File: src/rtl/pipe_reg_de.sv
// Decode-to-execute pipeline register with stall/flush handling and optional
// stall/flush performance counters (enabled by defining PIPE_PERF_CNT_EN).
module pipe_reg_de #(
  parameter int unsigned DATA_W  = 32,
  parameter int unsigned RADDR_W = 5,
  parameter int unsigned CTRL_W  = 16,
  parameter int unsigned CNT_W   = 32
) (
  input  logic               clk,
  input  logic               rst,
  input  logic               stall,
  input  logic               flush,
  input  logic               valid_d,
  input  logic [CTRL_W-1:0]  ctrl_d,
  input  logic [DATA_W-1:0]  rd1_d,
  input  logic [DATA_W-1:0]  rd2_d,
  input  logic [DATA_W-1:0]  pc_d,
  input  logic [DATA_W-1:0]  imm_ext_d,
  input  logic [DATA_W-1:0]  pc_plus4_d,
  input  logic [RADDR_W-1:0] rd_d,
  output logic               valid_e,
  output logic [CTRL_W-1:0]  ctrl_e,
  output logic [DATA_W-1:0]  rd1_e,
  output logic [DATA_W-1:0]  rd2_e,
  output logic [DATA_W-1:0]  pc_e,
  output logic [DATA_W-1:0]  imm_ext_e,
  output logic [DATA_W-1:0]  pc_plus4_e,
  output logic [RADDR_W-1:0] rd_e,
  output logic [CNT_W-1:0]   stall_cnt,
  output logic [CNT_W-1:0]   flush_cnt
);

  logic               valid_q;
  logic [CTRL_W-1:0]  ctrl_q;
  logic [DATA_W-1:0]  rd1_q;
  logic [DATA_W-1:0]  rd2_q;
  logic [DATA_W-1:0]  pc_q;
  logic [DATA_W-1:0]  imm_ext_q;
  logic [DATA_W-1:0]  pc_plus4_q;
  logic [RADDR_W-1:0] rd_q;

  // Priority rst > flush > stall > load; a bubble always carries zero control.
  always_ff @(posedge clk) begin
    if (rst) begin
      valid_q    <= 1'b0;
      ctrl_q     <= '0;
      rd_q       <= '0;
      rd1_q      <= '0;
      rd2_q      <= '0;
      pc_q       <= '0;
      imm_ext_q  <= '0;
      pc_plus4_q <= '0;
    end else if (flush) begin
      valid_q <= 1'b0;
      ctrl_q  <= '0;
      rd_q    <= '0;
    end else if (!stall) begin
      valid_q    <= valid_d;
      ctrl_q     <= valid_d ? ctrl_d : '0;
      rd_q       <= rd_d;
      rd1_q      <= rd1_d;
      rd2_q      <= rd2_d;
      pc_q       <= pc_d;
      imm_ext_q  <= imm_ext_d;
      pc_plus4_q <= pc_plus4_d;
    end
  end

  assign valid_e    = valid_q;
  assign ctrl_e     = ctrl_q;
  assign rd_e       = rd_q;
  assign rd1_e      = rd1_q;
  assign rd2_e      = rd2_q;
  assign pc_e       = pc_q;
  assign imm_ext_e  = imm_ext_q;
  assign pc_plus4_e = pc_plus4_q;

`ifdef PIPE_PERF_CNT_EN
  logic [CNT_W-1:0] stall_cnt_q;
  logic [CNT_W-1:0] flush_cnt_q;

  // Saturating counters; a stall that coincides with a flush counts as a flush.
  always_ff @(posedge clk) begin
    if (rst) begin
      stall_cnt_q <= '0;
      flush_cnt_q <= '0;
    end else begin
      if (stall && !flush && (stall_cnt_q != '1)) begin
        stall_cnt_q <= stall_cnt_q + CNT_W'(1);
      end
      if (flush && (flush_cnt_q != '1)) begin
        flush_cnt_q <= flush_cnt_q + CNT_W'(1);
      end
    end
  end

  assign stall_cnt = stall_cnt_q;
  assign flush_cnt = flush_cnt_q;
`else
  assign stall_cnt = '0;
  assign flush_cnt = '0;
`endif

endmodule

File: config.mk
export PLATFORM = sky130hd
export DESIGN_NAME = pipe_reg_de
export DESIGN_NICKNAME = d
export VERILOG_FILES = /design/src/rtl/pipe_reg_de.sv
export SDC_FILE = /design/constraint.sdc
export NUM_CORES = 1
export LEC_CHECK = 0
export CAP_MARGIN = 30
export CELL_PAD_IN_SITES_DETAIL_PLACEMENT = 1
export CELL_PAD_IN_SITES_GLOBAL_PLACEMENT = 2
export CORE_MARGIN = 2
export CORE_UTILIZATION = 21
export CTS_CLUSTER_DIAMETER = 200
export DETAILED_ROUTE_END_ITERATION = 12
export GPL_ROUTABILITY_DRIVEN = 1
export PLACE_DENSITY_LB_ADDON = 0.1
export SETUP_SLACK_MARGIN = 0.5
export SKIP_CTS_REPAIR_TIMING = 1
export SYNTH_ARGS = -nofsm -noshare
export SYNTH_HDL_FRONTEND = slang
export SYNTH_SLANG_ARGS = --single-unit
File: constraint.sdc
create_clock -name clk -period 1.8 [get_ports clk]
set_clock_uncertainty 0.2 [all_clocks]
set_input_delay 0.36 -clock clk [delete_from_list [all_inputs] [get_ports clk]]
set_output_delay 0.36 -clock clk [all_outputs]
set_load 0.01 [all_outputs]
# Yosys cells after proc, flatten, opt, wreduce, memory -nomap -nowiden
# Index checks and enable logic that the tools add are counted.
op_classes:
  n_mux: 1
  bitwise_logic: 2
  reduce_logical: 2
op_table:
  columns: ["cell", "n"]
  rows:
  - ["$mux 16", 1]
  - ["$not 1->1", 2]
  - ["$reduce_and 2->1", 1]
  - ["$reduce_or 2->1", 1]
word_totals:
  reg_bits: 182
  input_bits: 186
  out_inout_bits: 246

# Logic depth before layout (Yosys ltp)
# Gate-level depths: netlist of the first run.
depth:
  word_depth: 2
  depth_mapped: 6
  depth_no_buf: 2

# Worst setup path after synthesis of the first run
# Ideal clock, no wire load.
synth_timing:
  path_type: "input to register"
  start: "input stall"
  end: "register pc_q[10] (netlist: pc_e[10])"
  setup_time_ns: 0.070
  t_arrival_ns: 1.304
  slack_ns: 0.226
  path_stages: 6
  path_cell_list: "buf_6 > buf_6 > buf_8 > buf_6 > or3b_1 > a21oi_1"
synth_between:
  elab_chain_cells: 2
synth_rtl:
  columns: ["item", "line", "rtl"]
  rows:
  - ["start: declaration", "11", "input logic stall,"]
  - ["$not 1->1 (no source line)", null, null]
  - ["$reduce_and 2->1 (no source line)", null, null]
  - ["end signal: assignment", "63", "pc_q <= pc_d;"]
  - ["end: declaration", "37", "logic [DATA_W-1:0] pc_q;"]
# Every way passes these cells.
# A chain may end at the register's enable or synchronous reset.

# Worst setup path after layout of the first run
layout_timing:
  start: "register pc_plus4_q[31] (netlist: pc_plus4_e[31])"
  end: "output pc_plus4_e[31]"
layout_lines:
  columns: ["item", "line", "rtl"]
  rows:
  - ["start: declaration", "39", "logic [DATA_W-1:0] pc_plus4_q;"]
  - ["start signal: assignment", "65", "pc_plus4_q <= pc_plus4_d;"]
  - ["end: declaration", "27", "output logic [DATA_W-1:0] pc_plus4_e,"]
# No word-level cell between the ends.

==> results of run 1 <==
==> final timing paths <==
kind                                      from             end  slack (ps)  depth (start not counted)
worst min register to register      ctrl_e[10]      ctrl_e[10]         270                          2
worst max register to register        pc_e[23]        pc_e[23]         870                          3
worst min-delay path                       rst  pc_plus4_e[23]         110                          2
worst max-delay path            pc_plus4_e[31]  pc_plus4_e[31]         340                          1
==> per-stage QoR <==
step	hold slack, ps	utilization, %	setup TNS [ps]
5_1_grt	101.9	35.17	0
3_3_place_gp	245.9	32.29	0
4_1_cts	98.56	33.79	-24250
3_5_place_dp	255.6	32.29	0
2_1_floorplan	273.0	-	0
6_report	107.1	35.20	0
==> area by class of cell <==
cell class	instances	area share, %
diodes	5	0.09481
clock buffers	22	3.669
clock inverters	9	0.5784
multi-input cells	605	27.41
flip-flops and latches	182	29.33
well taps	511	4.845
repair buffers	415	34.08
==> metal layers <==
layer | vias up | share of wire, %
met5 | - | 0.030
met4 | 2 | 1.0
met3 | 16 | 8.2
met2 | 229 | 48
met1 | 3483 | 43
li1 | 3689 | -
==> registers in the layout (all words and copies together), names as in the netlist <==
| name | count |
|---|---|
| pc_plus4_e | 32 |
| ctrl_e | 16 |
| rd1_e | 32 |
| rd2_e | 32 |
| rd_e | 5 |
| pc_e | 32 |
| valid_e | 1 |
| imm_ext_e | 32 |
==> power breakdown <==
group / internal, uW / total [uW] / switching (uW)
registers: 4240 / 4350 / 113
logic: 961 / 1660 / 703
clock network: 2040 / 3730 / 1700
==> cell families after synthesis <==
kind of cell	count (synthesis)	share of synthesized area, %
AND/OR/NAND/NOR	199	20.27
AO/OA/AOI/OAI	336	21.17
buffers and inverters	162	11.88
other	1	0.04721
flip-flops	182	45.87
multiplexers	6	0.7562
==> cells in the final DEF (no fill, tap or decap), types with 4 or more instances in the layout <==
cell             netlist  layout
dfxtp_2                0     181
clkbuf_16              0      17
nor2_1                 6       6
a21oi_1              176     170
nand3b_1              16      16
buf_12                 0      19
conb_1                 1      64
nand2_1               16      16
buf_6                 10     182
clkbuf_8               0       4
diode_2                0       5
clkinv_2               0       6
buf_4                 64      30
or3b_1               159     159
o21ai_0              160     160
a21oi_2                0       6
mux2i_1                6       6
clkdlybuf4s50_1        0     182
==> flow_summary.yaml, run 1 <==
outcome:
  status: "complete, no violations"
global_routing:
  antenna_found_initial: 2
  grtUsageMet2_pct: 24.08
  grt_usage_pct: 14.72
  grt_util_met1_pct: 18.00
  grt_pass1_wl_microns: 44190
  grt-busiest-layer: "met2"
  grt_pass1_vias: 7477
  grtUsageMet3_pct: 5.714
  grt_max_degree: 68
  grt_overflow: 0
placement:
  dp.cells: 1704
  place_ws_ps: 15.46
  placed_cell_area_sq_mm: 0.01211
  gp_congestion: 0.6995
  hpwlAfterDp_microns: 21300
  io_buffer_count: 367
sta:
  finalCritPeriodShare_pct: 81.38
  final_hold_viol_count: 0
  setup_ws_ps: 335.2
  setup_violations: 0
  slew_viol_final: 0
  fmax_mhz: 682.7
  rsz0062_at_grt: "true"
  timing.final.crit_period_ps: 1465
cts:
  root_buffer: "clkbuf_16"
  clk_pin_slew_ps: 70
  worstSkewPairLatency_ps: 450
  cts_tree: "built"
  clock-sinks: 182
  cts_htree_levels: 4
  cts_inserted_buffers: 17
  cts_buffer_depth: 2
cells_and_area:
  multi_input_area_sq_mm: 0.003617
  seqCellArea_sq_mm: 0.003870
  area_growth_pct: 66.15
  fin_nets: 1407
  nFillCells: 4275
  stdcell_count: 1749
  drive_gt1_share_pct: 36.66
  design_area_sq_mm: 0.01320
die:
  die_h_microns: 198.5
  die_area_sq_mm: 0.03939
  die_w_microns: 198.5
  floorplan.initialDensity_pct: 21.19
  core.rowCount: 71
  core_sq_mm: 0.03749
  ios: 432
power:
  ir_worst_vdd_uv: 628.7
  powerDensity_mw_per_mm2: 738.6
  total_power_uw: 9747
  leakagePower_uw: 0.005043
setup_path:
  crit_path_end_kind: "primary output"
  crit_chain: "buf_6"
  critPathTopFamily: "flip-flops"
  crit_slowest_cell: "dfxtp_2"
  cp.required_ps: 1240
  cp_max_fo: 2
  critPathLaunchType: "flop"
  crit_arrival_ps: 900
  crit_path_max_incr_delay_ps: 350
  criticalPathCategory: "flop to primary output"
  path_buf_inv: 1
synth:
  netlist_top_cells_area: "dfxtp_1 (46%), or3b_1 (18%), a21oi_1 (11%), o21ai_0 (10%), buf_4 (6.0%)"
  yosysSeqAreaShare_pct: 45.87
  syn_inst: 886
  synth-async-reset-ratio_pct: 0
  synth_top_area_share_pct: 45.87
  yosysTopAreaCell: "dfxtp_1"
  synth.distinct_cells: 17
  synth_most_common_cell: "dfxtp_1"
  ys_seq_elements: 182
  synth_area_sq_mm: 0.007943
  synth_edf_count: 0
  synth_warnings: 0
  postSynthAreaPerCell_sq_um: 8.965
  synthFlopType: "dfxtp_1"
  synth_commonest_cells: "dfxtp_1 (182), a21oi_1 (176), o21ai_0 (160)"
detailed_routing:
  vias: 7419
  routed_wl_microns: 29930
  ant_nets: 0
  drt-wirelength-per-cell_microns: 17.11
  drc: 0
  drt_iter0_drc: 245
  first_pass_iters: 4
  vias_per_cell: 4.242
worst_hold_path:
  hold_class: "input port to flop"
flow_run:
  cap_violations: 0
Power figures use the tool's default switching activity.
==> run 2: changes to the inputs <==
Clock period 1.8 ns to 1.45 ns, I/O delays scaled along.
==> run 2 against run 1 <==
Net effect: the run now ends with hold timing left; via count increased by 6.7%; combinational power increased by 54%; sequential power increased by 24%; sequential share of layout area decreased by 3.2 points; register-to-register slack got worse by 330 ps; wire length increased by 22%; sequential cell count unchanged; clock-buffer cell count decreased by 2; highest routed layer unchanged.
==> flow_summary.yaml, run 2 (synthesis gave the netlist of run 1 again) <==
outcome:
  status: "finished, violations left"
  violations: "hold timing"
global_routing:
  antenna_found_initial: 6
  grt_max_degree: 54
  grt_overflow: 0
  grt_usage_pct: 14.90
  grt_pass1_vias: 7380
  grt_pass1_wl_microns: 44680
cells_and_area:
  drive_gt1_share_pct: 44.19
  fin_nets: 1463
  fin_util_pct: 39.48
  area_growth_pct: 86.36
  final_common_cell: "buf_6"
  stdcell_count: 1805
  layout_common_cells: "buf_6 (192), dfxtp_2 (182), o21ai_0 (153)"
detailed_routing:
  drt_iter0_drc: 213
  vias_per_cell: 4.387
  first_pass_iters: 4
  routed_wl_microns: 36400
  vias: 7918
  drc: 0
  ant_nets: 0
  drt-wirelength-per-cell_microns: 20.17
worst_hold_path:
  hold_class: "input port to flop"
die:
  ios: 432
  die_h_microns: 198.5
  die_w_microns: 198.5
  core_sq_mm: 0.03749
  floorplan.initialDensity_pct: 21.19
  core.rowCount: 71
  die_area_sq_mm: 0.03939
setup_path:
  crit_path_end_kind: "primary output"
  crit_slowest_cell: "dfxtp_2"
  criticalPathCategory: "flop to primary output"
  crit_arrival_ps: 930
  critPathLaunchType: "flop"
  crit_chain: "buf_6"
  path_buf_inv: 1
  cp_max_fo: 2
  critPathTopFamily: "flip-flops"
  crit_path_max_incr_delay_ps: 360
  cp.required_ps: 960
placement:
  gp_congestion: 0.6886
  place_ws_ps: -218.9
  hpwlAfterDp_microns: 21580
  dp.cells: 1716
  io_buffer_count: 367
power:
  netSwitchingFraction_pct: 25.45
  combPwrFrac_pct: 19.2
  p_switching_uw: 3406
  leakagePower_uw: 0.006065
  internal-power_uw: 9975
  ir_worst_vdd_uv: 813.5
  powerDensity_mw_per_mm2: 904.0
  p_clk_share_pct: 40.5
  power_frac_seq_pct: 40.4
sta:
  setup_tns_ps: 0
  final_hold_viol_count: 10
  worst_hold_slack_ps: -29.47
  fmax_mhz: 702.8
  rsz0062_at_grt: "true"
  setup_ws_ps: 27.12
  finalCritPeriodShare_pct: 98.13
  slew_viol_final: 0
  setup_violations: 0
  timing.final.crit_period_ps: 1423
cts:
  cts_buffer_depth: 2
  cts_tree: "built"
  clk_pin_slew_ps: 70
  worstSkewPairLatency_ps: 450
  cts_inserted_buffers: 17
  root_buffer: "clkbuf_16"
  clock-sinks: 182
  cts_htree_levels: 4
flow_run:
  cap_violations: 0
==> run 2: cell count changes in the layout (fill, tap and decap cells not counted), sizes merged, moves of 3 or more <==
cell           delta
clkdlybuf4s50    -39
dlymetal6s2s     +39
clkbuf           +32
buf              +22
bufinv            +4
clkinv            -3
==> run 2: per-stage QoR <==
stage	cell area (sq um)	power [uW]
2_1_floorplan	8289	6392
3_3_place_gp	12210	7502
3_5_place_dp	12210	7512
6_report	14800	13380
4_1_cts	12870	13020
5_1_grt	14800	13980
==> run 2: final cells by class <==
type	instances	area, sq um
diodes	4	10.01
clock buffers	20	466.7
clock inverters	12	197.7
fillers	4168	22690
multi-input cells	605	3806
flip-flops and latches	182	3871
well taps	511	639.4
repair buffers	471	5811
==> run 2: power by group through the flow <==
| stage | sequential (uW) | combinational [uW] | clock (uW) |
|---|---|---|---|
| 2_1_floorplan | 5520 | 868 | 0 |
| 3_3_place_gp | 5420 | 2080 | 0 |
| 3_5_place_dp | 5430 | 2080 | 0 |
| 4_1_cts | 5320 | 2090 | 5610 |
| 5_1_grt | 5430 | 2760 | 5790 |
| 6_report | 5400 | 2560 | 5420 |
==> run 2: per-layer routing <==
layer,vias up,share of wire [%],global-route usage [%]
met4,2,0.98,3.814
met3,18,6.9,6.036
met1,3837,44,18.19
li1,3816,-,-
met2,245,48,24.31
met5,-,0.036,0
==> run 2: worst paths after layout <==
path                   from        endpoint  slack [ps]  cells after the start
max          pc_plus4_e[31]  pc_plus4_e[31]          30                      1
min                   stall   imm_ext_e[19]         -30                      3
max reg2reg         pc_e[2]         pc_e[2]         540                      3
min reg2reg      ctrl_e[10]      ctrl_e[10]         260                      2
==> run 3: changes to the inputs <==
Settings changed: ABC_AREA set to 1, CORE_UTILIZATION 21 to 19.
==> run 3 against run 2 <==
Net effect: the flow now finishes without violations; utilization fell by 4.4 points; global-route usage decreased by 1.8 points; sequential share of layout area is 0.75 points higher; power up 1.8%; cell count grew 19%; maximum frequency increased by 1.3%; worst hold slack better by 52 ps; critical path type unchanged; largest power group is now registers.
==> flow_summary.yaml, run 3 <==
setup_path:
  crit_slowest_cell: "dfxtp_2"
  cp.required_ps: 960
  crit_path_end_kind: "primary output"
  cp_max_fo: 2
  critPathLaunchType: "flop"
  crit_path_max_incr_delay_ps: 350
  crit_chain: "buf_6"
  crit_arrival_ps: 910
  critPathTopFamily: "flip-flops"
  path_buf_inv: 1
  criticalPathCategory: "flop to primary output"
cells_and_area:
  area_growth_pct: 81.06
  n_antenna_cell: 0
  fin_util_pct: 35.08
  layout_common_cells: "nor2_1 (315), nand2_1 (296), buf_6 (191)"
  final_common_cell: "nor2_1"
  drive_gt1_share_pct: 34.10
  fin_nets: 1780
global_routing:
  grt_overflow: 0
  grt_usage_pct: 13.11
  grt_max_degree: 42
  antenna_found_initial: 2
  grt_pass1_vias: 7579
  grt_pass1_wl_microns: 43840
detailed_routing:
  drt_iter0_drc: 207
  vias_per_cell: 3.745
  drc: 0
  drt-wirelength-per-cell_microns: 14.88
  vias: 8011
  routed_wl_microns: 31820
  first_pass_iters: 4
  ant_nets: 0
synth:
  yosysTopAreaCell: "dfxtp_1"
  synth_warnings: 0
  synthFlopType: "dfxtp_1"
  synth-async-reset-ratio_pct: 0
  netlist_top_cells_area: "dfxtp_1 (46%), nand2_1 (16%), nor2_1 (15%), inv_1 (7.6%), buf_4 (6.5%)"
  synth_most_common_cell: "nand2_1"
  yosysSeqAreaShare_pct: 45.85
  synth_edf_count: 0
  synth_area_sq_mm: 0.007946
  postSynthAreaPerCell_sq_um: 6.746
  syn_inst: 1178
  synth_commonest_cells: "nand2_1 (348), nor2_1 (320), dfxtp_1 (182)"
  ys_seq_elements: 182
  synth.distinct_cells: 15
  synth_top_area_share_pct: 45.85
cts:
  cts_inserted_buffers: 17
  clk_pin_slew_ps: 70
  cts_tree: "built"
  cts_buffer_depth: 2
  clock-sinks: 182
  worstSkewPairLatency_ps: 460
  cts_htree_levels: 4
  root_buffer: "clkbuf_16"
sta:
  fmax_mhz: 712.3
  setup_violations: 0
  final_hold_viol_count: 0
  finalCritPeriodShare_pct: 96.83
  slew_viol_final: 0
  timing.final.crit_period_ps: 1404
  worst_hold_slack_ps: 22.86
  setup_tns_ps: 0
  rsz0062_at_grt: "true"
worst_hold_path:
  hold_class: "input port to flop"
die:
  floorplan.initialDensity_pct: 19.37
  die_w_microns: 208.5
  die_area_sq_mm: 0.04347
  core.rowCount: 74
  die_h_microns: 208.5
  core_sq_mm: 0.04102
  ios: 432
flow_run:
  cap_violations: 0
power:
  ir_worst_vdd_uv: 722.2
  powerDensity_mw_per_mm2: 946.5
  leakagePower_uw: 0.007068
outcome:
  status: "complete, no violations"
placement:
  hpwlAfterDp_microns: 22180
  io_buffer_count: 367
  gp_congestion: 0.7243
-- run 3: cell types whose count changed in the layout (fill, tap and decap cells not counted), moves of 29 or more --
cell | before | now
a21oi_1 | 139 | 21
a21oi_2 | 37 | 1
clkdlybuf4s50_1 | 143 | 181
dlymetal6s2s_1 | 39 | 2
inv_1 | 0 | 161
nand2_1 | 16 | 296
nand2_2 | 0 | 32
nor2_1 | 6 | 315
o21ai_0 | 153 | 0
or3b_1 | 131 | 0
or3b_4 | 29 | 0
-- run 3: layout make-up --
class,count,area (sq um)
fillers,4899,26630
repair buffers,459,5406
flip-flops and latches,182,3871
multi-input cells,772,3211
well taps,532,665.6
inverters,162,610.6
clock buffers,20,446.7
clock inverters,12,176.4
-- run 3: through the flow --
stage / setup WS, ps / instances / power (uW) / cell area, sq um
after global placement: -413.8 / 2066 / 8088 / 12240
after floorplan: 218.6 / 1241 / 6755 / 8217
final: 46.01 / 2139 / 13620 / 14390
after CTS: -493.8 / 2098 / 13400 / 12860
after global routing: -10.16 / 2139 / 14380 / 14390
after detailed placement: -435.2 / 2066 / 8112 / 12240
-- run 3: power breakdown --
part           internal [uW]  total (uW)  switching, uW  leakage (uW)
Clock                   2940        5130           2190      0.000300
Sequential              5370        5590            218       0.00157
Combinational           1650        2900           1250       0.00520
-- run 3: worst paths after layout --
kind                  start              to  slack (ps)  depth (start not counted)
max reg2reg      ctrl_e[13]      ctrl_e[13]         550                          3
max          pc_plus4_e[29]  pc_plus4_e[29]          50                          1
min reg2reg         rd_e[2]         rd_e[2]         270                          2
min                   stall       ctrl_e[4]          20                          4
-- run 3: tightest hold or removal path, stage by stage --
cell and delay (ps):
buf_8 100, buf_4 140, nand2_1 50, a21oi_1 50
-- run 3: routing by layer --
metal,vias to the layer above,track usage [%],wire length (microns)
met2,223,20.45,14580
met5,-,0,26
met4,4,3.275,307
met3,21,6.777,3019
li1,4093,-,-
met1,3670,15.86,13890
-- run 3: logic make-up after synthesis --
| group | share of synthesized area [%] |
|---|---|
| flops | 45.85 |
| buf+inv | 19.82 |
| compound gates | 1.386 |
| other cells | 0.04719 |
| simple gates | 32.89 |
